$ cat src/rtl/j1_io_arbiter_pkg.sv
// Shared constants and state type for the j1 I/O arbiter.
package j1_io_arbiter_pkg;

    localparam int unsigned ARB_WIDTH           = 16;
    localparam int unsigned ARB_TIMEOUT_DEFAULT = 255;

    typedef enum logic [1:0] {
        ARB_IDLE     = 2'd0,
        ARB_CPU_BUS  = 2'd1,
        ARB_CPU_ACK  = 2'd2,
        ARB_HOST_BUS = 2'd3
    } arb_state_t;

endpackage

$ cat src/rtl/j1_io_arbiter_rr.sv
// Two-requester round-robin picker. Requester 1 counts as "granted last"
// out of reset, so requester 0 wins the first tie.
module j1_rr_arb2 (
    input  logic       clk,
    input  logic       rst,
    input  logic [1:0] req,
    input  logic       advance,
    output logic [1:0] grant
);

    logic last;

    // On a tie grant whoever was not served last; otherwise pass the sole request.
    always_comb begin
        grant = req;
        if (req == 2'b11) begin
            grant = last ? 2'b01 : 2'b10;
        end
    end

    // Remember which requester took the most recent grant.
    always_ff @(posedge clk) begin
        if (rst) begin
            last <= 1'b1;
        end else if (advance && (grant != 2'b00)) begin
            last <= grant[1];
        end
    end

endmodule

$ cat src/rtl/j1_io_arbiter.sv
// Shares one valid/ready peripheral bus between the j1 core I/O port and a
// host/debug port, stalling the core until its access completes.
module j1_io_arbiter
    import j1_io_arbiter_pkg::*;
#(
    parameter int unsigned WIDTH   = ARB_WIDTH,
    parameter int unsigned TIMEOUT = ARB_TIMEOUT_DEFAULT
) (
    input  logic             clk,
    input  logic             rst,
    input  logic             cpu_we,
    input  logic             cpu_re,
    input  logic [WIDTH-1:0] cpu_ptr,
    input  logic [WIDTH-1:0] cpu_out,
    output logic [WIDTH-1:0] cpu_in,
    output logic             cpu_stall,
    input  logic             host_req,
    input  logic             host_we,
    input  logic [WIDTH-1:0] host_addr,
    input  logic [WIDTH-1:0] host_wdata,
    output logic             host_gnt,
    output logic             host_done,
    output logic [WIDTH-1:0] host_rdata,
    output logic             bus_valid,
    output logic             bus_we,
    output logic [WIDTH-1:0] bus_addr,
    output logic [WIDTH-1:0] bus_wdata,
    input  logic             bus_ready,
    input  logic [WIDTH-1:0] bus_rdata,
    output logic             timeout_err
);

    localparam int unsigned CW = (TIMEOUT > 1) ? $clog2(TIMEOUT + 1) : 1;

    arb_state_t       state;
    arb_state_t       state_next;
    logic             cpu_req;
    logic [1:0]       grant;
    logic             advance;
    logic             bus_busy;
    logic             timeout_hit;
    logic             finish;
    logic             abort;
    logic [CW-1:0]    wait_cnt;
    logic [WIDTH-1:0] done_data;

    assign cpu_req  = cpu_we | cpu_re;
    assign advance  = (state == ARB_IDLE) & ~rst;
    assign bus_busy = (state == ARB_CPU_BUS) | (state == ARB_HOST_BUS);

    // Bit 0 = core, bit 1 = host.
    j1_rr_arb2 u_rr (
        .clk     (clk),
        .rst     (rst),
        .req     ({host_req, cpu_req}),
        .advance (advance),
        .grant   (grant)
    );

    // A ready in the same cycle the wait count reaches TIMEOUT wins over the abort.
    assign timeout_hit = (TIMEOUT != 0) && (wait_cnt == CW'(TIMEOUT - 1));
    assign finish      = bus_busy & bus_ready;
    assign abort       = bus_busy & ~bus_ready & timeout_hit;
    assign done_data   = abort ? '1 : bus_rdata;

    assign bus_valid = bus_busy;
    assign cpu_stall = cpu_req & (state != ARB_CPU_ACK) & ~rst;

    // Next-state selection and the combinational host grant pulse.
    always_comb begin
        state_next = state;
        host_gnt   = 1'b0;
        case (state)
            ARB_IDLE: begin
                if (!rst) begin
                    if (grant[0]) begin
                        state_next = ARB_CPU_BUS;
                    end else if (grant[1]) begin
                        state_next = ARB_HOST_BUS;
                        host_gnt   = 1'b1;
                    end
                end
            end
            ARB_CPU_BUS: begin
                if (finish | abort) state_next = ARB_CPU_ACK;
            end
            ARB_HOST_BUS: begin
                if (finish | abort) state_next = ARB_IDLE;
            end
            ARB_CPU_ACK: begin
                state_next = ARB_IDLE;
            end
            default: begin
                state_next = ARB_IDLE;
            end
        endcase
    end

    // State, latched bus fields, wait counter and completion results.
    always_ff @(posedge clk) begin
        if (rst) begin
            state       <= ARB_IDLE;
            bus_we      <= 1'b0;
            bus_addr    <= '0;
            bus_wdata   <= '0;
            cpu_in      <= '0;
            host_rdata  <= '0;
            host_done   <= 1'b0;
            timeout_err <= 1'b0;
            wait_cnt    <= '0;
        end else begin
            state     <= state_next;
            host_done <= 1'b0;
            if (state == ARB_IDLE) begin
                if (grant[0]) begin
                    bus_we    <= cpu_we;
                    bus_addr  <= cpu_ptr;
                    bus_wdata <= cpu_out;
                end else if (grant[1]) begin
                    bus_we    <= host_we;
                    bus_addr  <= host_addr;
                    bus_wdata <= host_wdata;
                end
            end
            if (bus_busy && !(finish || abort)) begin
                wait_cnt <= wait_cnt + CW'(1);
            end else begin
                wait_cnt <= '0;
            end
            if (finish || abort) begin
                if ((state == ARB_CPU_BUS) && !bus_we) begin
                    cpu_in <= done_data;
                end
                if (state == ARB_HOST_BUS) begin
                    host_rdata <= done_data;
                    host_done  <= 1'b1;
                end
                if (abort) begin
                    timeout_err <= 1'b1;
                end
            end
        end
    end

endmodule

$ cat config.mk
export PLATFORM = sky130hd
export DESIGN_NAME = j1_io_arbiter
export DESIGN_NICKNAME = d
export VERILOG_FILES = /design/src/rtl/j1_io_arbiter_pkg.sv /design/src/rtl/j1_io_arbiter_rr.sv /design/src/rtl/j1_io_arbiter.sv
export SDC_FILE = /design/constraint.sdc
export NUM_CORES = 1
export LEC_CHECK = 0
export BUFFER_PORTS_ARGS = -buffer_cell sky130_fd_sc_hd__buf_4
export CAP_MARGIN = 20
export CORE_AREA = 2 2 90 92
export DETAILED_ROUTE_END_ITERATION = 16
export DIE_AREA = 0 0 92 94
export PLACE_DENSITY = 0.84
export SYNTH_ARGS = -nofsm -noshare
export SYNTH_HDL_FRONTEND = slang
export SYNTH_SLANG_ARGS = --single-unit
$ cat constraint.sdc
create_clock -name clk -period 2.8 [get_ports clk]
set_input_delay 0.42 -clock clk [delete_from_list [all_inputs] [get_ports clk]]
set_output_delay 0.42 -clock clk [all_outputs]
set_load 0.02 [all_outputs]
==> flow_metrics.py <==
metrics = {
    "run_status": {
        "run_status": "finished clean",
    },
    "clock_tree": {
        "ctsResizeCount": 0,
        "worstSkewPairLatency_ns": 0.34,
        "tritoncts_clock_tree": "built",
        "postCtsSetupBuffers": 0,
        "clkSinkCount": 78,
        "clock_tree.root_cell": "sky130_fd_sc_hd__clkbuf_8",
        "htree_num_levels": 3,
        "cts_hold_buffers": 0,
        "cts.path.max_buffers": 2,
        "cts.clk_slew.worst_paths_ns": 0.08,
        "cts_made_buffers": 9,
    },
    "timing": {
        "setup-tns-final_ns": 0,
        "maxSlewViolCount": 0,
        "max_slew_margin_pct": 40.15,
        "worst-slew-pin-transition_ns": 0.8977,
        "max_freq_mhz": 506.4,
        "timing.final.hold_violations": 0,
        "worst_clock_skew_ns": 0.008500,
        "unrepaired_setup_endpoints_after_global_routing": "false",
        "postLayoutSetupSlackWorst_ns": 0.8255,
        "setup_violations": 0,
        "post-route-period-util_pct": 70.52,
        "finalWorstPathRequiredPeriod_ns": 1.975,
    },
    "synthesis": {
        "synth.area.top_cells": "sky130_fd_sc_hd__dfxtp_1, sky130_fd_sc_hd__a311oi_2, sky130_fd_sc_hd__o21ai_0",
        "nets_in_the_synthesized_netlist": 536,
        "yosys_register_bits": 78,
        "seq_area_frac_synth_pct": 40.12,
        "synthesis.yosys.warnings": 0,
        "synth_cells": 447,
        "synth_area_mm2": 0.003892,
        "synth_edf_count": 0,
        "synthArstFlopShare_pct": 0,
        "synthDominantCellAreaShare_pct": 40.12,
        "ys.flop_type": "sky130_fd_sc_hd__dfxtp_1",
        "ys_types": 38,
        "postSynthAreaPerCell_um2": 8.708,
        "yosys.area.top_type": "sky130_fd_sc_hd__dfxtp_1",
    },
    "die": {
        "floorplan.initialDensity_pct": 51.17,
        "die_area_mm2": 0.008648,
        "dieWidth_um": 92,
        "ios": 157,
        "die_h_um": 94,
        "number_of_standard_cell_rows_in_the_floorplan": 32,
        "placeableCoreArea_mm2": 0.007607,
    },
    "placement": {
        "gp_congestion": 0.7824,
        "io_buffers": 156,
        "placed_cell_area_mm2": 0.005036,
        "place_hpwl_um": 7584,
        "placement.setup.worst_slack_ns": 0.8594,
    },
    "cells_and_area": {
        "antenna_cells": 0,
        "final_design_area_no_fill_mm2": 0.005305,
        "nets": 660,
        "post_route_cells_drive_above_1_share_pct": 38.02,
        "area_growth_pct": 36.29,
        "layout.cells.most_common_list": "sky130_fd_sc_hd__buf_4, sky130_fd_sc_hd__dfxtp_1, sky130_fd_sc_hd__o21ai_0",
        "layout_commonest_cell": "sky130_fd_sc_hd__buf_4",
        "footprint_of_the_multi_input_gates_mm2": 0.001969,
        "footprint_of_the_flip_flops_and_latches_mm2": 0.001562,
        "final.fill_count": 629,
    },
    "routing": {
        "dr_wl_met2_um": 5470,
        "top_layer": "met4",
        "detailedRoute.firstPassIterationCount": 4,
        "routed_wire_length_per_instance_um": 16.58,
        "vias_post_dr": 4011,
        "wirelength_met1_um": 4665,
        "drc_errors": 0,
        "viasPerCell": 5.916,
        "met3_wire_length_um": 861,
        "antenna_violating_nets_post_route": 0,
        "postRouteWirelength_um": 11240,
        "first_iter_violations": 250,
    },
    "grt": {
        "first_pass_grt_wire_length_um": 18330,
        "largest_net_degree_at_the_start_of_global_routing": 43,
        "number_of_antenna_violations_at_the_first_check_in_global_routing": 0,
        "overflow": 0,
        "grt.total_usage_pct": 25.91,
        "vias_in_the_first_global_route": 3908,
    },
    "power_and_ir_drop": {
        "irDropWorstVdd_mv": 0.3253,
        "power_per_cell_area_mw_per_mm2": 632.6,
        "p_leak_nw": 2.027,
    },
    "worst_setup_path": {
        "path_class": "flip-flop to flip-flop",
        "crit_path_cell_trace": "buf_4, nand4bb_1, o22ai_1, a211oi_1",
        "path_max_fanout": 25,
        "critical_path_required_ns": 3.00,
        "timing.critical_path.arrival_ns": 2.17,
        "cpPeakStageDelay_ns": 0.65,
        "cp_slowest_cell": "sky130_fd_sc_hd__nand4bb_1",
        "critical_path.startpoint_type": "flip-flop",
        "critical_path.endpoint_type": "flip-flop",
    },
    "flow_run": {
        "drv.max_cap_violation_count": 0,
    },
    "hold_path": {
        "worstHoldPathType": "primary input to flip-flop",
    },
}
## cell families (layout without fill, tap and decap cells)
logic type | after synthesis | count (layout) | synth area share, %
flip-flops | 78 | 78 | 40.12
AO/OA/AOI/OAI | 186 | 186 | 35.04
AND/OR/NAND/NOR | 92 | 92 | 14.53
adder cells (fa/ha/maj) | 2 | 2 | 0.6428
buffers and inverters | 88 | 217 | 9.418
multiplexers | 1 | 1 | 0.2572
## metrics by stage
| step | util (%) | hold WS, ns | std cells | total power [mW] |
|---|---|---|---|---|
| 6_report | 69.74 | 0.3706 | 678 | 3.356 |
| 2_1_floorplan | - | 0.4841 | 447 | 1.913 |
| 4_1_cts | 69.74 | 0.3579 | 678 | 3.370 |
| 3_3_place_gp | 66.20 | 0.4514 | 662 | 2.235 |
| 3_5_place_dp | 66.20 | 0.4606 | 662 | 2.256 |
| 5_1_grt | 69.74 | 0.3685 | 678 | 3.508 |
## metal layers
| layer | global-route usage (%) | up-vias |
|---|---|---|
| met3 | 6.661 | 22 |
| li1 | - | 1922 |
| met2 | 43.20 | 162 |
| met4 | 10.20 | 0 |
| met5 | 0 | - |
| met1 | 32.16 | 1905 |
## worst max-delay path, delay by kind of cell, from the launching register on
kind	cells	cell delay, ns
buffers and inverters	1	0.29
flip-flops	1	0.36
AO/OA/AOI/OAI	2	0.52
AND/OR/NAND/NOR	1	0.65
## final timing paths
kind                  from             to  slack [ns]  depth (start not counted)
max reg2reg       state[0]     cpu_in[11]        0.83                          4
max               state[0]     cpu_in[11]        0.83                          4
min             cpu_out[2]   bus_wdata[2]        0.37                          3
min reg2reg  host_rdata[5]  host_rdata[5]        0.47                          2
## cell usage after synthesis (2+ instances only)
master and n:
sky130_fd_sc_hd__nand4_1 4, sky130_fd_sc_hd__nand3_1 35, sky130_fd_sc_hd__nor3_1 4, sky130_fd_sc_hd__buf_6 4, sky130_fd_sc_hd__nand2b_1 6, sky130_fd_sc_hd__dfxtp_1 78, sky130_fd_sc_hd__a311oi_2 30, sky130_fd_sc_hd__buf_2 5
sky130_fd_sc_hd__a21oi_1 41, sky130_fd_sc_hd__o21ai_0 53, sky130_fd_sc_hd__clkbuf_1 44, sky130_fd_sc_hd__nand2_1 4, sky130_fd_sc_hd__nor2_1 5, sky130_fd_sc_hd__a31oi_1 4, sky130_fd_sc_hd__o22ai_1 16, sky130_fd_sc_hd__a311oi_1 4
sky130_fd_sc_hd__nand4b_1 17, sky130_fd_sc_hd__or2_2 2, sky130_fd_sc_hd__a211oi_1 32, sky130_fd_sc_hd__ha_1 2, sky130_fd_sc_hd__nor2b_1 4, sky130_fd_sc_hd__o211ai_1 3, sky130_fd_sc_hd__inv_1 35
## flip-flops by register name, summed over array words and instances (netlist names)
register / cells
u_rr.last: 1
bus_wdata: 16
bus_addr: 16
wait_cnt: 8
state: 2
bus_we: 1
cpu_in: 16
host_rdata: 16
host_done: 1
timeout_err: 1
## power by group
group | total, mW | switching [mW] | internal (mW)
clock network | 1.12 | 0.432 | 0.687
registers | 1.30 | 0.0769 | 1.22
logic | 0.940 | 0.538 | 0.402
## cell type report
type                       count  area share, %
multi-input combinational    281          37.12
inverter                      35          2.476
clock inverter                 7          2.736
timing repair buffer         166          23.49
tap                          102          2.406
clock buffer                   9          2.335
sequential                    78          29.43
No activity file was read; power rests on OpenSTA's default activity.
